<file path="src/rtl/piso_sx8_pkg.sv">
// Shared definitions for the 8-bit parallel-in serial-out shifter.
package piso_sx8_pkg;

  localparam int unsigned WORD_W = 8;
  localparam int unsigned CNT_W  = 3;

  localparam logic [CNT_W-1:0] CNT_LAST   = 3'd7;
  localparam logic [CNT_W-1:0] CNT_PENULT = 3'd6;

  typedef enum logic {
    IDLE  = 1'b0,
    SHIFT = 1'b1
  } state_e;

endpackage

</file>
<file path="src/rtl/piso_sx8_ctl.sv">
// Control FSM and bit counter for piso_sx8: decides when a word is taken,
// when the datapath shifts, and when the line returns to idle.
module piso_sx8_ctl
  import piso_sx8_pkg::*;
(
  input  logic CK,
  input  logic RSTN,
  input  logic i_sp,
  input  logic i_load,
  output logic o_rdy,
  output logic o_last,
  output logic o_load,
  output logic o_shift,
  output logic o_done
);

  state_e            r_state;
  logic [CNT_W-1:0]  r_cnt;
  logic              r_last;
  logic              w_at_end;
  logic              w_in_shift;

  assign w_in_shift = (r_state == SHIFT);
  assign w_at_end   = (r_cnt == CNT_LAST);

  // Ready on the final bit too, so a new word can follow with no gap.
  assign o_rdy   = (r_state == IDLE) || (w_in_shift && w_at_end);
  assign o_load  = i_load & o_rdy & i_sp;
  assign o_shift = i_sp & w_in_shift & ~w_at_end;
  assign o_done  = i_sp & w_in_shift & w_at_end & ~o_load;
  assign o_last  = r_last;

  always_ff @(posedge CK or negedge RSTN) begin
    if (!RSTN) begin
      r_state <= IDLE;
      r_cnt   <= '0;
      r_last  <= 1'b0;
    end else if (o_load) begin
      r_state <= SHIFT;
      r_cnt   <= '0;
      r_last  <= 1'b0;
    end else if (o_shift) begin
      r_cnt   <= r_cnt + 3'd1;
      r_last  <= (r_cnt == CNT_PENULT);
    end else if (o_done) begin
      r_state <= IDLE;
      r_cnt   <= '0;
      r_last  <= 1'b0;
    end
  end

endmodule

</file>
<file path="src/rtl/piso_sx8.sv">
// 8-bit parallel-in serial-out shifter with clock enable and back-to-back
// word reload. Datapath lives here; sequencing is in piso_sx8_ctl.
module piso_sx8
  import piso_sx8_pkg::*;
#(
  parameter logic IDLE_Q    = 1'b1,
  parameter bit   LSB_FIRST = 1'b1
) (
  input  logic              CK,
  input  logic              RSTN,
  input  logic              SP,
  input  logic [WORD_W-1:0] D,
  input  logic              LOAD,
  output logic              RDY,
  output logic              Q,
  output logic              QV,
  output logic              LAST
);

  logic              w_load;
  logic              w_shift;
  logic              w_done;
  logic [WORD_W-1:0] r_sreg;
  logic              r_q;
  logic              r_qv;

  piso_sx8_ctl u_ctl (
    .CK      (CK),
    .RSTN    (RSTN),
    .i_sp    (SP),
    .i_load  (LOAD),
    .o_rdy   (RDY),
    .o_last  (LAST),
    .o_load  (w_load),
    .o_shift (w_shift),
    .o_done  (w_done)
  );

  // Q is the head of the shift register, so the next bit is read one position in.
  always_ff @(posedge CK or negedge RSTN) begin
    if (!RSTN) begin
      r_sreg <= '0;
      r_q    <= IDLE_Q;
      r_qv   <= 1'b0;
    end else if (w_load) begin
      r_sreg <= D;
      r_q    <= LSB_FIRST ? D[0] : D[WORD_W-1];
      r_qv   <= 1'b1;
    end else if (w_shift) begin
      if (LSB_FIRST) begin
        r_sreg <= {1'b0, r_sreg[WORD_W-1:1]};
        r_q    <= r_sreg[1];
      end else begin
        r_sreg <= {r_sreg[WORD_W-2:0], 1'b0};
        r_q    <= r_sreg[WORD_W-2];
      end
    end else if (w_done) begin
      r_q    <= IDLE_Q;
      r_qv   <= 1'b0;
    end
  end

  assign Q  = r_q;
  assign QV = r_qv;

endmodule

</file>
<file path="config.mk">
export PLATFORM = sky130hd
export DESIGN_NAME = piso_sx8
export DESIGN_NICKNAME = d
export VERILOG_FILES = /design/src/rtl/piso_sx8_pkg.sv /design/src/rtl/piso_sx8_ctl.sv /design/src/rtl/piso_sx8.sv
export SDC_FILE = /design/constraint.sdc
export NUM_CORES = 1
export LEC_CHECK = 0
export CAP_MARGIN = 20
export CORE_MARGIN = 3
export CORE_UTILIZATION = 47
export DETAILED_ROUTE_END_ITERATION = 16
export HOLD_SLACK_MARGIN = 0.15
export PLACE_DENSITY = 0.8
export SETUP_SLACK_MARGIN = 0.3
export SKIP_CTS_REPAIR_TIMING = 1
export SLEW_MARGIN = 10
export SYNTH_ARGS = -nofsm -noshare
export SYNTH_HDL_FRONTEND = slang
export SYNTH_HIERARCHICAL = 1
export SYNTH_SLANG_ARGS = --single-unit
</file>
<file path="constraint.sdc">
create_clock -name CK -period 2.42 [get_ports CK]
set_clock_uncertainty 0.1 [all_clocks]
set_input_delay 0.242 -clock CK [delete_from_list [all_inputs] [get_ports CK]]
set_output_delay 0.242 -clock CK [all_outputs]
set_load 0.02 [all_outputs]
</file>
==> results of run 1 <==
==> layout make-up <==
cell class                      instances  area share
Clock buffer                            4      0.0303
Inverter                                2     0.00867
Multi-Input combinational cell         40       0.357
Sequential cell                        14       0.406
Tap cell                               15      0.0217
Timing Repair Buffer                   15       0.176
==> flip-flops by register name, summed over array words and instances (netlist names) <==
name / count
u_ctl/r_cnt: 3
QV: 1
u_ctl/o_last: 1
r_sreg: 7
u_ctl/r_state: 1
Q: 1
==> stage by stage <==
step                      utilization  std cells
after global routing            0.641         90
after floorplan                     -         60
after CTS                       0.639         90
after detailed placement        0.619         86
after global placement          0.619         86
final                           0.641         90
==> cells in the mapped netlist (2+ instances only) <==
library cell	number
a22o_2	3
buf_6	3
dfrtp_1	13
ha_1	3
inv_1	2
mux2i_1	6
nand2_1	8
nand2b_1	2
o21ai_1	6
==> power breakdown <==
group / switching (mW) / leakage, nW / internal (mW) / total (mW)
sequential: 0.0559 / 0.176 / 0.319 / 0.375
clock: 0.0676 / 0.0150 / 0.0639 / 0.131
combinational: 0.138 / 0.229 / 0.167 / 0.305
total: 0.262 / 0.420 / 0.549 / 0.811
==> critical path: cells and delay by family (launching register included) <==
| kind | cells | cell delay (ps) |
|---|---|---|
| AOI/OAI and AO/OA | 1 | 80 |
| adders and majority gates | 2 | 400 |
| DFF | 1 | 400 |
| muxes | 1 | 250 |
| and+or+nand+nor | 1 | 450 |
==> kinds of logic (layout without fill, tap and decap cells) <==
group / after synthesis / after routing
flops: 14 / 14
simple gates: 16 / 16
compound gates: 14 / 14
mux: 7 / 7
buf+inv: 6 / 21
fa+ha+maj: 3 / 3
==> worst paths after layout <==
kind,from,end,cells after the start
min reg2reg,QV,QV,1
min,RSTN,u_ctl/r_cnt[1],1
max reg2reg,u_ctl/r_cnt[0],r_sreg[3],5
max in group asynchronous,RSTN,r_sreg[3],1
min in group CK,QV,QV,1
max,u_ctl/r_cnt[0],r_sreg[3],5
==> per-layer routing <==
metal  vias up  wire length (um)  global-route usage
met5         -                 0                   0
met3         2                90              0.0598
met1       239               534               0.179
met2        15               542               0.212
li1        242                 -                   -
met4         0                 9              0.0526
==> results.yml, run 1 <==
sta:
  maxSlewViolCount: 0
  finalHoldViolations: 0
  setup_slack_ps: 618
  setup_viol: 0
  layout_min_cycle_time_ps: 1800
  setup_tns_ps: 0
  slew_headroom: 0.604
  finalCritPeriodShare: 0.745
  max_freq_ghz: 0.555
  tightest_slew_ps: 592
  fin_hold_ws_ps: 241
  rsz0062_at_grt: "no"
drt:
  routed_wl_mm: 1.18
  wl_per_cell_um: 13.1
  avgViaCountPerCell: 5.53
  drtIter0Drc: 9
  ant_nets: 0
  num_vias: 498
  first_pass_iters: 4
  route.detailed.drc: 0
critical_path:
  crit_chain: "ha_1 > ha_1 > and3b_2 > mux2i_1 > o21ai_1"
  r2r_slack_ps: 620
  crit_path_end_kind: "register"
  path_class: "register to register"
  slowest_delay_ps: 450
  startpoint_type: "register"
  crit_required_ps: 2470
  cp.arrival_ps: 1850
  path_max_fanout: 14
  cp_common_cell: "ha_1"
  slowest_stage: "and3b_2"
grt:
  grt_pass1_wl_mm: 1.99
  gr-total-overflow: 0
  grt_max_degree: 18
  track_usage: 0.140
  grt_antenna_before_repair: 0
  grt_pass1_vias: 485
logic_synthesis:
  synthTopCellsByArea: "dfrtp_1, mux2i_1, ha_1"
  syn_inst: 60
  synth.distinct_cells: 23
  synth_top_family_by_area: "compound AO/OA/AOI/OAI gates"
  netlist.area_leader.share: 0.459
  synth_area_leader_cell: "dfrtp_1"
  synth_area_um2: 708
  synth_flop_cell: "dfrtp_1"
  syn_nets: 75
  yosysWarnings: 6
  synth_compound_gate_area_share: 0.148
  async_flop_share: 1.00
  synth-simple-area-share: 0.133
  syn_area_per_cell_um2: 11.8
  synth_seq_cells: 14
  muxShareOfSynthArea: 0.101
  synth_enable_flop_cells: 0
  synth_xor_area_frac: 0
  seq_area_frac_synth: 0.496
  synth_fa_ha_area_frac: 0.0530
floorplan:
  row_count: 13
  io_pins: 16
  die_area_um2: 2010
  die_h_um: 44.8
  die_x_um: 44.8
  start_util: 0.525
  core_um2: 1350
final_layout:
  antenna_cells: 0
  design_area_um2: 866
  ff_latch_area_um2: 352
  final_common_cell: "clkdlybuf4s50_1"
  final_cell_mix: "clkdlybuf4s50_1, dfrtp_1, nand2_1"
  multi_input_area_um2: 309
  fillCellCount: 114
  area_growth_pct: 22.3
  drive_gt1_frac: 0.187
  nets: 91
placement:
  pre_cts_ws_ps: 465
  dpl.hpwl_um: 879
  io_buffers: 15
  post_dp_cell_area_um2: 836
  gp_congestion: 0.720
job:
  cap_violations: 0
clocking:
  numCtsBuffers: 3
  path_clk_slew_ps: 80
  clockRootBuffer: "clkbuf_4"
  cts_tree: "built"
  clkSinkCount: 14
  clk_latency_ps: 270
  cts.path.max_buffers: 2
  htree_levels: 1
power:
  power.leakage_nw: 0.420
  powerDensity_nw_per_um2: 937
  irDropWorstVdd_uv: 662
  power_uw: 811
run_status:
  status: "complete, no violations"
hold_path:
  worstHoldPathType: "input pin to asynchronous set/reset pin"
No activity file was read; power rests on OpenSTA's default activity.
==> inputs of run 2 (changes only) <==
==> constraint.sdc (replaced) <==
create_clock -name CK -period 1.7 [get_ports CK]
set_clock_uncertainty 0.1 [all_clocks]
set_input_delay 0.17 -clock CK [delete_from_list [all_inputs] [get_ports CK]]
set_output_delay 0.17 -clock CK [all_outputs]
set_load 0.02 [all_outputs]
==> results.yml, run 2 (same netlist as run 1, synthesis figures left out) <==
run_status:
  status: "complete, no violations"
final_layout:
  final_cell_mix: "dfrtp_1, clkdlybuf4s50_1, nand2_1"
  drive_gt1_frac: 0.321
  final_common_cell: "dfrtp_1"
  nets: 97
  largest_register_ffs: 7
  top_register: "r_sreg"
  area_growth_pct: 38.0
  ff_latch_area_um2: 352
  multi_input_area_um2: 344
  antenna_cells: 0
  fillCellCount: 104
  top_regs: "r_sreg: 7 flops, u_ctl/r_cnt: 3 flops"
critical_path:
  crit_path_end_kind: "register"
  path_class: "register to register"
  cp.arrival_ps: 1720
  r2r_slack_ps: 40
  path_max_fanout: 14
  r2r-start: "u_ctl/r_cnt[0]"
  cp-startpoint: "u_ctl/r_cnt[0]"
  crit_required_ps: 1760
  r2r_cells: 6
  timing.rr.end: "r_sreg[4]"
  startpoint_type: "register"
  crit_end: "r_sreg[4]"
job:
  cap_violations: 0
sta:
  finalCritPeriodShare: 0.975
  slew_headroom: 0.683
  layout_min_cycle_time_ps: 1660
  maxSlewViolCount: 0
  tightest_slew_ps: 471
  fin_hold_ws_ps: 336
  rsz0062_at_grt: "yes"
  max_freq_ghz: 0.603
  setup_viol: 0
  setup_slack_ps: 41.8
  finalHoldViolations: 0
placement:
  gp_congestion: 0.696
  pre_cts_ws_ps: 26.9
  io_buffers: 15
grt:
  grt_pass1_vias: 471
  grt_max_degree: 18
  grt_pass1_wl_mm: 2.10
  track_usage: 0.148
  gr-total-overflow: 0
  grt_antenna_before_repair: 0
clocking:
  cts.path.max_buffers: 2
  clkSinkCount: 14
  path_clk_slew_ps: 80
  clockRootBuffer: "clkbuf_4"
  cts_tree: "built"
  clk_latency_ps: 270
  htree_levels: 1
  numCtsBuffers: 3
floorplan:
  io_pins: 16
  start_util: 0.525
  core_um2: 1350
  die_h_um: 44.8
  die_area_um2: 2010
  row_count: 13
  die_x_um: 44.8
drt:
  num_vias: 512
  wl_per_cell_um: 13.1
  first_pass_iters: 3
  ant_nets: 0
  route.detailed.drc: 0
  avgViaCountPerCell: 5.33
  drtIter0Drc: 5
  routed_wl_mm: 1.26
power:
  power.leakage_nw: 0.476
  powerDensity_nw_per_um2: 1350
  irDropWorstVdd_uv: 840
hold_path:
  worstHoldPathType: "input pin to register"
-- run 2: worst max-delay path, stage by stage, from the launching register on --
cell and delay, ps:
dfrtp_1 400, ha_2 190, ha_4 160, and3b_2 250, buf_12 150, mux2i_1 220
o21ai_1 80
-- run 2: how the worst min path moves through the flow --
stage	to	cells past startpoint	startpoint
floorplan	QV	0	RSTN
global placement	QV	1	QV
detailed placement	u_ctl/r_state	2	RSTN
CTS	u_ctl/r_state	2	RSTN
global route	r_sreg[5]	3	D[5]
finish	r_sreg[6]	3	D[6]
-- run 2: routing by layer --
layer / wire length [um] / global-route usage
met3: 93 / 0.0518
met4: 13 / 0.0526
met5: 0 / 0
met1: 583 / 0.194
met2: 565 / 0.226
-- run 2: where the power goes --
part	internal, mW	switching [mW]	leakage, nW
Sequential	0.453	0.0832	0.176
Combinational	0.321	0.231	0.279
Clock	0.130	0.101	0.0210
Total	0.904	0.415	0.476
-- run 2: cell type report --
| class | instances | area share |
|---|---|---|
| sequential | 14 | 0.360 |
| multi-input combinational | 40 | 0.352 |
| timing repair buffer | 21 | 0.224 |
| clock buffer | 4 | 0.0371 |
| tap | 15 | 0.0192 |
| inverter | 2 | 0.00768 |
-- run 2: metrics by stage --
| step | utilization | instance area, um^2 | std cells | setup TNS (ps) | power [mW] |
|---|---|---|---|---|---|
| 2_1_floorplan | - | 742 | 60 | 0 | 0.885 |
| 3_3_place_gp | 0.665 | 897 | 89 | 0 | 1.04 |
| 3_5_place_dp | 0.665 | 897 | 89 | 0 | 1.06 |
| 4_1_cts | 0.691 | 933 | 93 | -268 | 1.29 |
| 5_1_grt | 0.724 | 977 | 96 | -88.4 | 1.42 |
| 6_report | 0.724 | 977 | 96 | 0 | 1.32 |
